File: config.mk
export PLATFORM = sky130hd
export DESIGN_NAME = wb_sdram_arbiter
export DESIGN_NICKNAME = d
export VERILOG_FILES = /design/src/rtl/wb_sdram_arbiter.sv
export SDC_FILE = /design/constraint.sdc
export NUM_CORES = 1
export LEC_CHECK = 0
export ABC_AREA = 1
export ABC_CLOCK_PERIOD_IN_PS = 1700
export CAP_MARGIN = 30
export CORE_AREA = 2 2 160 162
export CTS_BUF_LIST = sky130_fd_sc_hd__clkbuf_16
export DETAILED_ROUTE_END_ITERATION = 6
export DIE_AREA = 0 0 162 164
export GPL_ROUTABILITY_DRIVEN = 0
export GPL_TIMING_DRIVEN = 0
export SYNTH_ARGS = -nofsm -noshare
export SYNTH_HDL_FRONTEND = slang
export SYNTH_SLANG_ARGS = --single-unit
File: constraint.sdc
create_clock -name wb_clk_i -period 1.7 [get_ports wb_clk_i]
set_input_delay 0.34 -clock wb_clk_i [delete_from_list [all_inputs] [get_ports wb_clk_i]]
set_output_delay 0.34 -clock wb_clk_i [all_outputs]
set_load 0.01 [all_outputs]
File: src/rtl/wb_sdram_arbiter.sv
// Round-robin Wishbone arbiter that shares one SDRAM controller slave port among NUM_M masters.
// A grant is held for the master's whole wb_cyc so bursts reach the controller uninterrupted.
module wb_sdram_arbiter #(
    parameter int unsigned NUM_M    = 4,
    parameter int unsigned dw       = 32,
    parameter int unsigned APP_AW   = 26,
    parameter int unsigned MAX_HOLD = 256
) (
    input  logic                    wb_clk_i,
    input  logic                    wb_rst_i,
    input  logic [NUM_M-1:0]        m_cyc_i,
    input  logic [NUM_M-1:0]        m_stb_i,
    input  logic [NUM_M-1:0]        m_we_i,
    input  logic [NUM_M*APP_AW-1:0] m_addr_i,
    input  logic [NUM_M*dw-1:0]     m_dat_i,
    input  logic [NUM_M*dw/8-1:0]   m_sel_i,
    input  logic [NUM_M*3-1:0]      m_cti_i,
    output logic [NUM_M-1:0]        m_ack_o,
    output logic [dw-1:0]           m_dat_o,
    output logic                    s_cyc_o,
    output logic                    s_stb_o,
    output logic                    s_we_o,
    output logic [APP_AW-1:0]       s_addr_o,
    output logic [dw-1:0]           s_dat_o,
    output logic [dw/8-1:0]         s_sel_o,
    output logic [2:0]              s_cti_o,
    input  logic                    s_ack_i,
    input  logic [dw-1:0]           s_dat_i,
    output logic [NUM_M-1:0]        grant_o,
    output logic                    busy_o,
    output logic                    starve_o
);

    localparam int unsigned LW = (NUM_M > 1) ? $clog2(NUM_M) : 1;
    localparam int unsigned CW = $clog2(MAX_HOLD + 1);
    localparam int unsigned SW = dw / 8;
    localparam logic [CW-1:0] MaxHold = CW'(MAX_HOLD);

    typedef enum logic [0:0] {StIdle, StGranted} state_e;

    state_e          state;
    logic [LW-1:0]   last;      // most recent grant index; equals the current master while granted
    logic [CW-1:0]   hold_cnt;
    logic [LW-1:0]   next_idx;
    logic            next_found;
    logic [LW-1:0]   cand_idx;
    int              cand;

    // First requester searching upward from last+1, wrapping.
    always_comb begin
        next_idx   = last;
        next_found = 1'b0;
        cand       = 0;
        cand_idx   = '0;
        for (int i = 1; i <= int'(NUM_M); i++) begin
            cand     = (int'(last) + i) % int'(NUM_M);
            cand_idx = LW'(cand);
            if (!next_found && m_cyc_i[cand_idx]) begin
                next_found = 1'b1;
                next_idx   = cand_idx;
            end
        end
    end

    always_ff @(posedge wb_clk_i) begin
        if (wb_rst_i) begin
            state    <= StIdle;
            grant_o  <= '0;
            busy_o   <= 1'b0;
            last     <= LW'(NUM_M - 1);
            hold_cnt <= '0;
        end else begin
            unique case (state)
                StIdle: begin
                    hold_cnt <= '0;
                    if (next_found) begin
                        state   <= StGranted;
                        grant_o <= {{(NUM_M-1){1'b0}}, 1'b1} << next_idx;
                        busy_o  <= 1'b1;
                        last    <= next_idx;
                    end
                end
                StGranted: begin
                    if (!m_cyc_i[last]) begin
                        state    <= StIdle;
                        grant_o  <= '0;
                        busy_o   <= 1'b0;
                        hold_cnt <= '0;
                    end else if (hold_cnt != MaxHold) begin
                        hold_cnt <= hold_cnt + 1'b1;
                    end
                end
                default: state <= StIdle;
            endcase
        end
    end

    always_comb begin
        s_cyc_o  = busy_o & m_cyc_i[last];
        s_stb_o  = busy_o & m_cyc_i[last] & m_stb_i[last];
        s_we_o   = busy_o & m_we_i[last];
        s_addr_o = busy_o ? m_addr_i[int'(last)*APP_AW +: APP_AW] : '0;
        s_dat_o  = busy_o ? m_dat_i[int'(last)*dw +: dw] : '0;
        s_sel_o  = busy_o ? m_sel_i[int'(last)*SW +: SW] : '0;
        s_cti_o  = busy_o ? m_cti_i[int'(last)*3 +: 3] : '0;
    end

    // Gating by m_cyc_i drops an ack that lands as the master abandons its cycle.
    assign m_ack_o  = {NUM_M{s_ack_i}} & grant_o & m_cyc_i;
    assign m_dat_o  = s_dat_i;
    assign starve_o = busy_o && (hold_cnt >= MaxHold) && (|(m_cyc_i & ~grant_o));

endmodule

==> flow_summary.toml, run 1 <==
[floorplan]
ios = 417
dieHeight_um = 164
coreArea_um2 = 24800
initial_utilization = 0.116
die_area_um2 = 26600
die_w_um = 162
num_rows = 58

[timing]
setup_slack_ns = -0.344
post-route-period-util = 1.20
fmax_ghz = 0.489
setup_violations = 80
rsz0062_at_grt = "true"
finClkSkew_ns = 0.00218
maxSlewHeadroom = 0.540
tightest_slew_ns = 0.690
hold_slack_ns = 0.488
finalCriticalPeriod_ns = 2.04
finalHoldViolCount = 0
slew_violations = 0
fin_setup_tns_ns = -15.70

[setup_path]
cp.arrival_ns = 1.70
path_class = "flop to output port"
path_delay_family = "buffers and inverters"
slowest_stage = "dfxtp_2"
cp_cell_sequence = "buf_8 > inv_8 > nand2_8 > inv_8 > buf_12 > buf_8 > a22oi_1 > a21oi_1 > buf_2"
startpoint_type = "flop"
end_kind = "output port"
worst_ep_required_time_ns = 1.36
crit_buf_inv = 6
max_stage_delay_ns = 0.32
crit_fanout = 10

[power]
netSwitchingPower_uw = 4460
power.density_nw_per_um2 = 1120
p_comb_frac = 0.888
power_leakage_uw = 0.00321
clkPwrFrac = 0.050
switching_share = 0.476
ir_drop_mv = 0.667
seqPwrFrac = 0.062
internal_power_uw = 4910

[detailed_routing]
drc = 0
vias_per_cell = 4.39
drt_iter0_drc = 392
num_vias = 5240
postRouteAntennaNets = 0
wirelength_mm = 23.9
wire_per_inst_um = 20.0
first_pass_iters = 5

[logic_synthesis]
syn_area_per_cell_um2 = 6.53
ys_ff_latch = 17
async_flop_share = 0
synth_nets = 751
synth_top_area_cell = "a22oi_1"
synth-seq-area-share = 0.118
synth-edff-count = 0
synth_cell_types = 32
synth_most_common_cell = "a22oi_1"
syn_area_um2 = 2890
synthTopCellsByArea = "a22oi_1, a21oi_1, dfxtp_1"
synth_ff_type = "dfxtp_1"
synth_top_area_share = 0.343
synth_common_cells = "a22oi_1, a21oi_1, nand2_1, buf_4"
ys_warn_count = 0
synthCells = 442

[grt]
grt_pass1_vias = 5040
grt_overflow = 0
grt_usage = 0.160
grt_antenna_before_repair = 0
grt_max_degree = 11
grt_pass1_wl_mm = 32.3

[cts]
h-tree-depth = 1
insertion_delay_ns = 0.25
cts.path.max_buffers = 2
cts.clk_slew.worst_paths_ns = 0.05
cts-root-buf = "clkbuf_16"
cts_sinks = 17
numCtsBuffers = 3
cts_tree = "built"

[placement]
hpwl_mm = 18.6
place_area_um2 = 7150
dp_slack_ns = -1.19
portBuffers = 383

[finish]
nets = 1174
n_antenna_cell = 0
area_growth_pct = 190
fillerInstances = 2617
layout.area.seq_um2 = 347
final_area_um2 = 8360
multi_input_area_um2 = 2520
drive_above_1_share = 0.345
utilization = 0.337

[status]
violations = "setup timing"
outcome = "finished with violations"

[hold_path]
min_path_type = "flop to flop"

[run]
max_cap_violations = 0
-- metal layers --
layer / vias to the layer above / track usage / share of wire
li1: 2483 / - / -
met1: 2522 / 0.209 / 0.42
met2: 223 / 0.273 / 0.49
met3: 12 / 0.0457 / 0.082
met4: 0 / 0.0145 / 0.0091
met5: - / 0 / 0
-- repair_timing --
item                       in CTS  in global routing
setup buffers                  20                  6
hold buffers                    0                  0
cloned                          5                  3
resized for setup             462                 94
setup endpoints to repair      73                 86
hold endpoints to repair        0                  0
pin swaps                      33                 27
-- area by class of cell --
type | instances | share of cell area
inverter | 29 | 0.0208
sequential | 17 | 0.0414
clock inverter | 1 | 0.000449
clock buffer | 3 | 0.00898
tap | 330 | 0.0494
multi-input combinational | 325 | 0.301
buffer | 71 | 0.0935
timing repair buffer | 418 | 0.484
-- placed cells by master, fill, tap and decap left out, types with 13 or more instances in the layout --
cell type        count
buf_6               23
a21oi_1             55
clkdlybuf4s50_1    306
buf_4               57
nand2_4             15
a22oi_2             36
buf_2               47
nand3_1             13
inv_1               21
nand2_2             18
a21oi_2             20
nand2_1             20
a22oi_1             96
dfxtp_1             14
-- kinds of logic after synthesis --
logic type / count (synthesis) / synth area share
XOR/XNOR: 5 / 0.0152
adder cells (fa/ha/maj): 2 / 0.00867
buffers and inverters: 100 / 0.193
AO/OA/AOI/OAI: 218 / 0.502
flip-flops: 17 / 0.118
AND/OR/NAND/NOR: 100 / 0.163
-- per-stage QoR --
step	std cells	power (µW)
global placement	1155	6740
CTS	1185	8740
floorplan	442	3650
detailed placement	1156	6760
global route	1194	10000
finish	1194	9380
-- worst paths after layout --
check / start / endpoint / slack [ns] / depth (start not counted)
max reg2reg: last[0] / hold_cnt[2] / -0.12 / 13
max: last[1] / s_cti_o[1] / -0.34 / 9
min: hold_cnt[3] / hold_cnt[3] / 0.49 / 1
min reg2reg: hold_cnt[3] / hold_cnt[3] / 0.49 / 1
-- power groups by stage --
stage	combinational (µW)	sequential (µW)	clock [µW]
after floorplan	3080	571	0
after global placement	6180	562	0
after detailed placement	6200	563	0
after CTS	7690	576	468
after global routing	8940	595	490
final	8330	581	466
-- registers in the layout (all words and copies together), names as in the netlist --
register  cells
state         1
last          2
busy_o        1
hold_cnt      9
grant_o       4
Power figures use the tool's default switching activity.
==> run 2: changes to the inputs <==
--- a/config.mk
+++ b/config.mk
@@ -8,12 +8,15 @@
 export ABC_AREA = 1
 export ABC_CLOCK_PERIOD_IN_PS = 1700
 export CAP_MARGIN = 30
+export CELL_PAD_IN_SITES_DETAIL_PLACEMENT = 0
+export CELL_PAD_IN_SITES_GLOBAL_PLACEMENT = 1
 export CORE_AREA = 2 2 160 162
 export CTS_BUF_LIST = sky130_fd_sc_hd__clkbuf_16
 export DETAILED_ROUTE_END_ITERATION = 6
 export DIE_AREA = 0 0 162 164
 export GPL_ROUTABILITY_DRIVEN = 0
 export GPL_TIMING_DRIVEN = 0
+export PLACE_DENSITY = 0.76
 export SYNTH_ARGS = -nofsm -noshare
 export SYNTH_HDL_FRONTEND = slang
 export SYNTH_SLANG_ARGS = --single-unit
==> run 2 against run 1 <==
Effect of this change: the run still ends with setup timing left; sequential share of layout area is 0.093 points lower; global-route usage is 0.64 points higher; register-to-register slack worse by 0.07 ns; wire length is 4.0% higher; non-clock buffer count is 6 higher; clock skew is 0.0010 ns higher; cell count is 0.50% higher; sequential power hardly changed; clock-buffer cell count stayed put; total power is 4.6% higher; critical endpoint is now s_dat_o[8]; largest cell class unchanged.
==> flow_summary.toml, run 2 (synthesis gave the netlist of run 1 again) <==
[timing]
tightest_slew_ns = 0.788
setup_slack_ns = -0.376
finClkSkew_ns = 0.00319
finalHoldViolCount = 0
maxSlewHeadroom = 0.475
slew_violations = 0
rsz0062_at_grt = "true"
post-route-period-util = 1.22
setup_violations = 77
finalCriticalPeriod_ns = 2.08
fmax_ghz = 0.482

[power]
ir_drop_mv = 0.520
internal_power_uw = 5160
seqPwrFrac = 0.059
power_leakage_uw = 0.00329
p_comb_frac = 0.892
netSwitchingPower_uw = 4650
p_total_uw = 9810
switching_share = 0.474
clkPwrFrac = 0.049
power.density_nw_per_um2 = 1150

[finish]
nets = 1180
top_register = "hold_cnt"
largest_reg_flops = 9
n_antenna_cell = 0
final_area_um2 = 8550
reg_top3 = "hold_cnt (9), grant_o (4), last (2)"
layout.area.seq_um2 = 347
multi_input_area_um2 = 2630
area_growth_pct = 196
drive_above_1_share = 0.387
final_common_cell = "clkdlybuf4s50_1"
layout_common_cells = "clkdlybuf4s50_1, a22oi_2, a22oi_1, buf_2, buf_4"
fillerInstances = 2565

[cts]
cts_sinks = 17
cts-root-buf = "clkbuf_16"
insertion_delay_ns = 0.25
cts.clk_slew.worst_paths_ns = 0.05
numCtsBuffers = 3
cts_tree = "built"
h-tree-depth = 1
cts.path.max_buffers = 2

[detailed_routing]
postRouteAntennaNets = 0
met1_length_mm = 11.0
drt_iter0_drc = 211
top_layer = "met4"
vias_per_cell = 4.35
wirelength_mm = 24.9
dr_wl_met3_mm = 1.35
num_vias = 5220
first_pass_iters = 4
wire_per_inst_um = 20.7
dr_wl_met2_mm = 12.0
drc = 0

[grt]
grt_max_degree = 11
grt_overflow = 0
grt_pass1_vias = 5044
grt_usage = 0.167
grt_pass1_wl_mm = 33.2
grt_antenna_before_repair = 0

[setup_path]
worst_ep_required_time_ns = 1.36
path_delay_family = "buffers and inverters"
end_kind = "output port"
cp_cell_sequence = "buf_8 > inv_8 > nand2_8 > inv_8 > buf_12 > buf_8 > a22oi_2 > a21oi_2 > buf_2"
crit_buf_inv = 6
slowest_stage = "dfxtp_2"
startpoint_type = "flop"
max_stage_delay_ns = 0.32
path_class = "flop to output port"
cp.arrival_ns = 1.74
crit_fanout = 8

[floorplan]
dieHeight_um = 164
initial_utilization = 0.116
coreArea_um2 = 24800
die_w_um = 162
die_area_um2 = 26600
ios = 417
num_rows = 58

[placement]
hpwl_mm = 18.7
dp_slack_ns = -1.21
portBuffers = 383
place_area_um2 = 7130

[status]
outcome = "finished with violations"
violations = "setup timing"

[hold_path]
min_path_type = "flop to flop"

[run]
max_cap_violations = 0
-- run 2: final cells by class --
| cell class | instances | area share |
|---|---|---|
| buffer | 71 | 0.0965 |
| clock buffer | 3 | 0.00878 |
| sequential | 17 | 0.0405 |
| inverter | 29 | 0.0186 |
| clock inverter | 1 | 0.000585 |
| multi-input combinational | 325 | 0.308 |
| tap | 330 | 0.0483 |
| timing repair buffer | 424 | 0.479 |
-- run 2: path summary, 6_finish.rpt --
check | endpoint | cells after the start | slack [ns] | from
worst max-delay path | s_dat_o[8] | 9 | -0.38 | last[0]
worst min register to register | hold_cnt[2] | 1 | 0.48 | hold_cnt[2]
worst max register to register | hold_cnt[2] | 13 | -0.19 | last[0]
worst min-delay path | hold_cnt[2] | 1 | 0.48 | hold_cnt[2]
-- run 2: repair_timing --
action | CTS | global route
gates cloned | 11 | 1
endpoints found under the setup margin | 73 | 77
hold buffers | 0 | 0
setup buffers | 19 | 10
pin swaps | 46 | 44
gates resized for setup | 531 | 57
-- run 2: power groups by stage --
stage	Sequential [µW]	Combinational (µW)	Clock [µW]
finish	579	8750	479
global route	590	9280	503
CTS	576	8310	482
detailed placement	567	6230	0
global placement	565	6240	0
floorplan	571	3080	0
-- run 2: worst reg2reg max path: cells and delay by family (launching register included) --
kind / cells / cell delay, ns
compound gates: 3 / 0.41
buf+inv: 6 / 0.69
flops: 1 / 0.32
simple gates: 4 / 0.35
-- run 2: stage by stage --
step | instances | utilization | setup TNS, ns | hold slack, ns
finish | 1200 | 0.345 | -16.92 | 0.484
global route | 1200 | 0.345 | -22.42 | 0.499
CTS | 1189 | 0.333 | -16.82 | 0.481
detailed placement | 1155 | 0.287 | -60.05 | 0.471
global placement | 1155 | 0.287 | -60.51 | 0.460
floorplan | 442 | - | 0 | 0.446
-- run 2: metal layers --
layer / vias to the layer above / track usage
met5: - / 0
met4: 0 / 0.0362
met3: 28 / 0.0215
met2: 234 / 0.282
met1: 2476 / 0.227
li1: 2482 / -
==> run 3: changes to the inputs <==
--- a/config.mk
+++ b/config.mk
@@ -10,13 +10,13 @@
 export CAP_MARGIN = 30
 export CELL_PAD_IN_SITES_DETAIL_PLACEMENT = 0
 export CELL_PAD_IN_SITES_GLOBAL_PLACEMENT = 1
-export CORE_AREA = 2 2 160 162
+export CORE_AREA = 5 5 159 161
 export CTS_BUF_LIST = sky130_fd_sc_hd__clkbuf_16
 export DETAILED_ROUTE_END_ITERATION = 6
-export DIE_AREA = 0 0 162 164
+export DIE_AREA = 0 0 164 166
 export GPL_ROUTABILITY_DRIVEN = 0
 export GPL_TIMING_DRIVEN = 0
-export PLACE_DENSITY = 0.76
+export PLACE_DENSITY = 0.79
 export SYNTH_ARGS = -nofsm -noshare
 export SYNTH_HDL_FRONTEND = slang
 export SYNTH_SLANG_ARGS = --single-unit
==> run 3 against run 2 <==
Effect of this change: the run still ends with setup timing left; first-iteration DRC count is 18% higher; clock skew is 0.0019 ns lower; clock-buffer cell count stayed put; critical endpoint is now s_dat_o[14]; global-route usage is 0.12 points lower; clock power is 2% lower; highest routed layer is now met5; critical path depth stayed put; utilization is 2.0 points higher; non-clock buffer count is 9 higher.
==> flow_summary.toml, run 3 (synthesis gave the netlist of run 1 again) <==
[detailed_routing]
wirelength_mm = 25.1
postRouteAntennaNets = 0
vias_per_cell = 4.37
num_vias = 5260
drc = 0
drt_iter0_drc = 248
first_pass_iters = 4
wire_per_inst_um = 20.8

[finish]
drive_above_1_share = 0.404
largest_reg_flops = 9
area_growth_pct = 201
final_common_cell = "clkdlybuf4s50_1"
final_area_um2 = 8680
reg_top3 = "hold_cnt (9), grant_o (4), last (2)"
fillerInstances = 2469
fin_cells = 1204
nets = 1189
layout_common_cells = "clkdlybuf4s50_1, a22oi_2, buf_2"
top_register = "hold_cnt"
utilization = 0.364

[floorplan]
die_area_um2 = 27200
ios = 417
dieHeight_um = 166
die_w_um = 164
num_rows = 57
coreArea_um2 = 23800
initial_utilization = 0.121

[timing]
fmax_ghz = 0.485
slew_violations = 0
post-route-period-util = 1.21
maxSlewHeadroom = 0.492
finalCriticalPeriod_ns = 2.06
finClkSkew_ns = 0.00127
hold_slack_ns = 0.485
setup_violations = 71
setup_slack_ns = -0.362
rsz0062_at_grt = "true"
tightest_slew_ns = 0.761
finalHoldViolCount = 0

[hold_path]
hp-start = "hold_cnt[3]"
hold_path_end = "hold_cnt[3]"
hold_depth = 1
min_path_type = "flop to flop"

[grt]
grt_use_met1 = 0.202
grt_antenna_before_repair = 2
met3_usage = 0.0414
grt_overflow = 0
grt-busiest-layer = "met2"
use_met2 = 0.297
grt_usage = 0.166
grt_max_degree = 11
grt_pass1_vias = 5391
grt_pass1_wl_mm = 34.7

[power]
power_leakage_uw = 0.00333
ir_drop_mv = 0.526
power.density_nw_per_um2 = 1140
p_total_uw = 9860

[status]
violations = "setup timing"
outcome = "finished with violations"

[setup_path]
worst_ep_required_time_ns = 1.36
path_class = "flop to output port"
r2r_end = "hold_cnt[2]"
regToRegSetupSlack_ns = -0.08
startpoint_type = "flop"
crit_start = "last[1]"
cp.arrival_ns = 1.72
timing.rr.start = "last[0]"
end_kind = "output port"
crit_fanout = 7
reg2regPathDepth = 12

[placement]
hpwl_mm = 19.1
dp_cells = 1149
place_area_um2 = 7120
portBuffers = 383

[cts]
cts-root-buf = "clkbuf_16"
cts.clk_slew.worst_paths_ns = 0.05
numCtsBuffers = 3
cts_sinks = 17
insertion_delay_ns = 0.25
cts_tree = "built"
h-tree-depth = 1
cts.path.max_buffers = 2

[run]
max_cap_violations = 0
[run 3: changes by cell type in the layout (fill, tap and decap cells not counted), moves of 4 or more]
| cell | previous run | this run |
|---|---|---|
| nand2_2 | 17 | 13 |
| dlygate4sd2_1 | 8 | 4 |
| buf_4 | 56 | 60 |
| a22oi_2 | 72 | 90 |
| a22oi_1 | 60 | 42 |
| buf_8 | 12 | 16 |
[run 3: where the power goes]
group          switching [µW]  internal (µW)
registers                74.6            494
logic                    4370           4450
clock network             155            312
[run 3: per-stage QoR]
| step | setup TNS (ns) | worst slack, ns |
|---|---|---|
| after CTS | -17.93 | -0.345 |
| final | -16.63 | -0.362 |
| after global routing | -22.19 | -0.431 |
| after global placement | -61.44 | -1.25 |
| after detailed placement | -60.72 | -1.21 |
| after floorplan | 0 | 0.0512 |
[run 3: timing repair]
action | 4_1_cts | 5_1_grt
pin swaps | 33 | 41
setup buffers | 33 | 9
cloned | 10 | 4
endpoints found under the setup margin | 73 | 79
gates resized for setup | 536 | 78
hold buffers | 0 | 0
[run 3: cell type report]
type,count,area [µm²],share of cell area
antenna,1,2.50,0.000288
sequential,17,344,0.0397
buffer,65,678,0.0782
tap,324,405,0.0467
inverter,29,159,0.0183
clock inverter,1,3.75,0.000433
clock buffer,3,75.1,0.00865
timing repair buffer,439,4330,0.499
multi-input combinational,325,2680,0.309
[run 3: worst max path at each step]
stage                              to  slack (ns)
after floorplan            s_cti_o[0]        0.05
after global placement    s_dat_o[21]       -1.25
after detailed placement  s_dat_o[25]       -1.21
after CTS                  s_dat_o[7]       -0.34
after global routing          s_stb_o       -0.43
final                     s_dat_o[14]       -0.36
[run 3: critical path, stage by stage (launching register included)]
cell and delay (ns):
dfxtp_2 0.32, buf_8 0.14, inv_8 0.08, nand2_8 0.06, inv_8 0.09, buf_12 0.16
buf_12 0.13, a22oi_2 0.08, a21oi_2 0.20, buf_2 0.18
[run 3: routing by layer]
metal,vias to the layer above,share of wire
met5,-,0.00052
met4,2,0.013
met3,18,0.079
met2,216,0.51
met1,2514,0.40
li1,2510,-
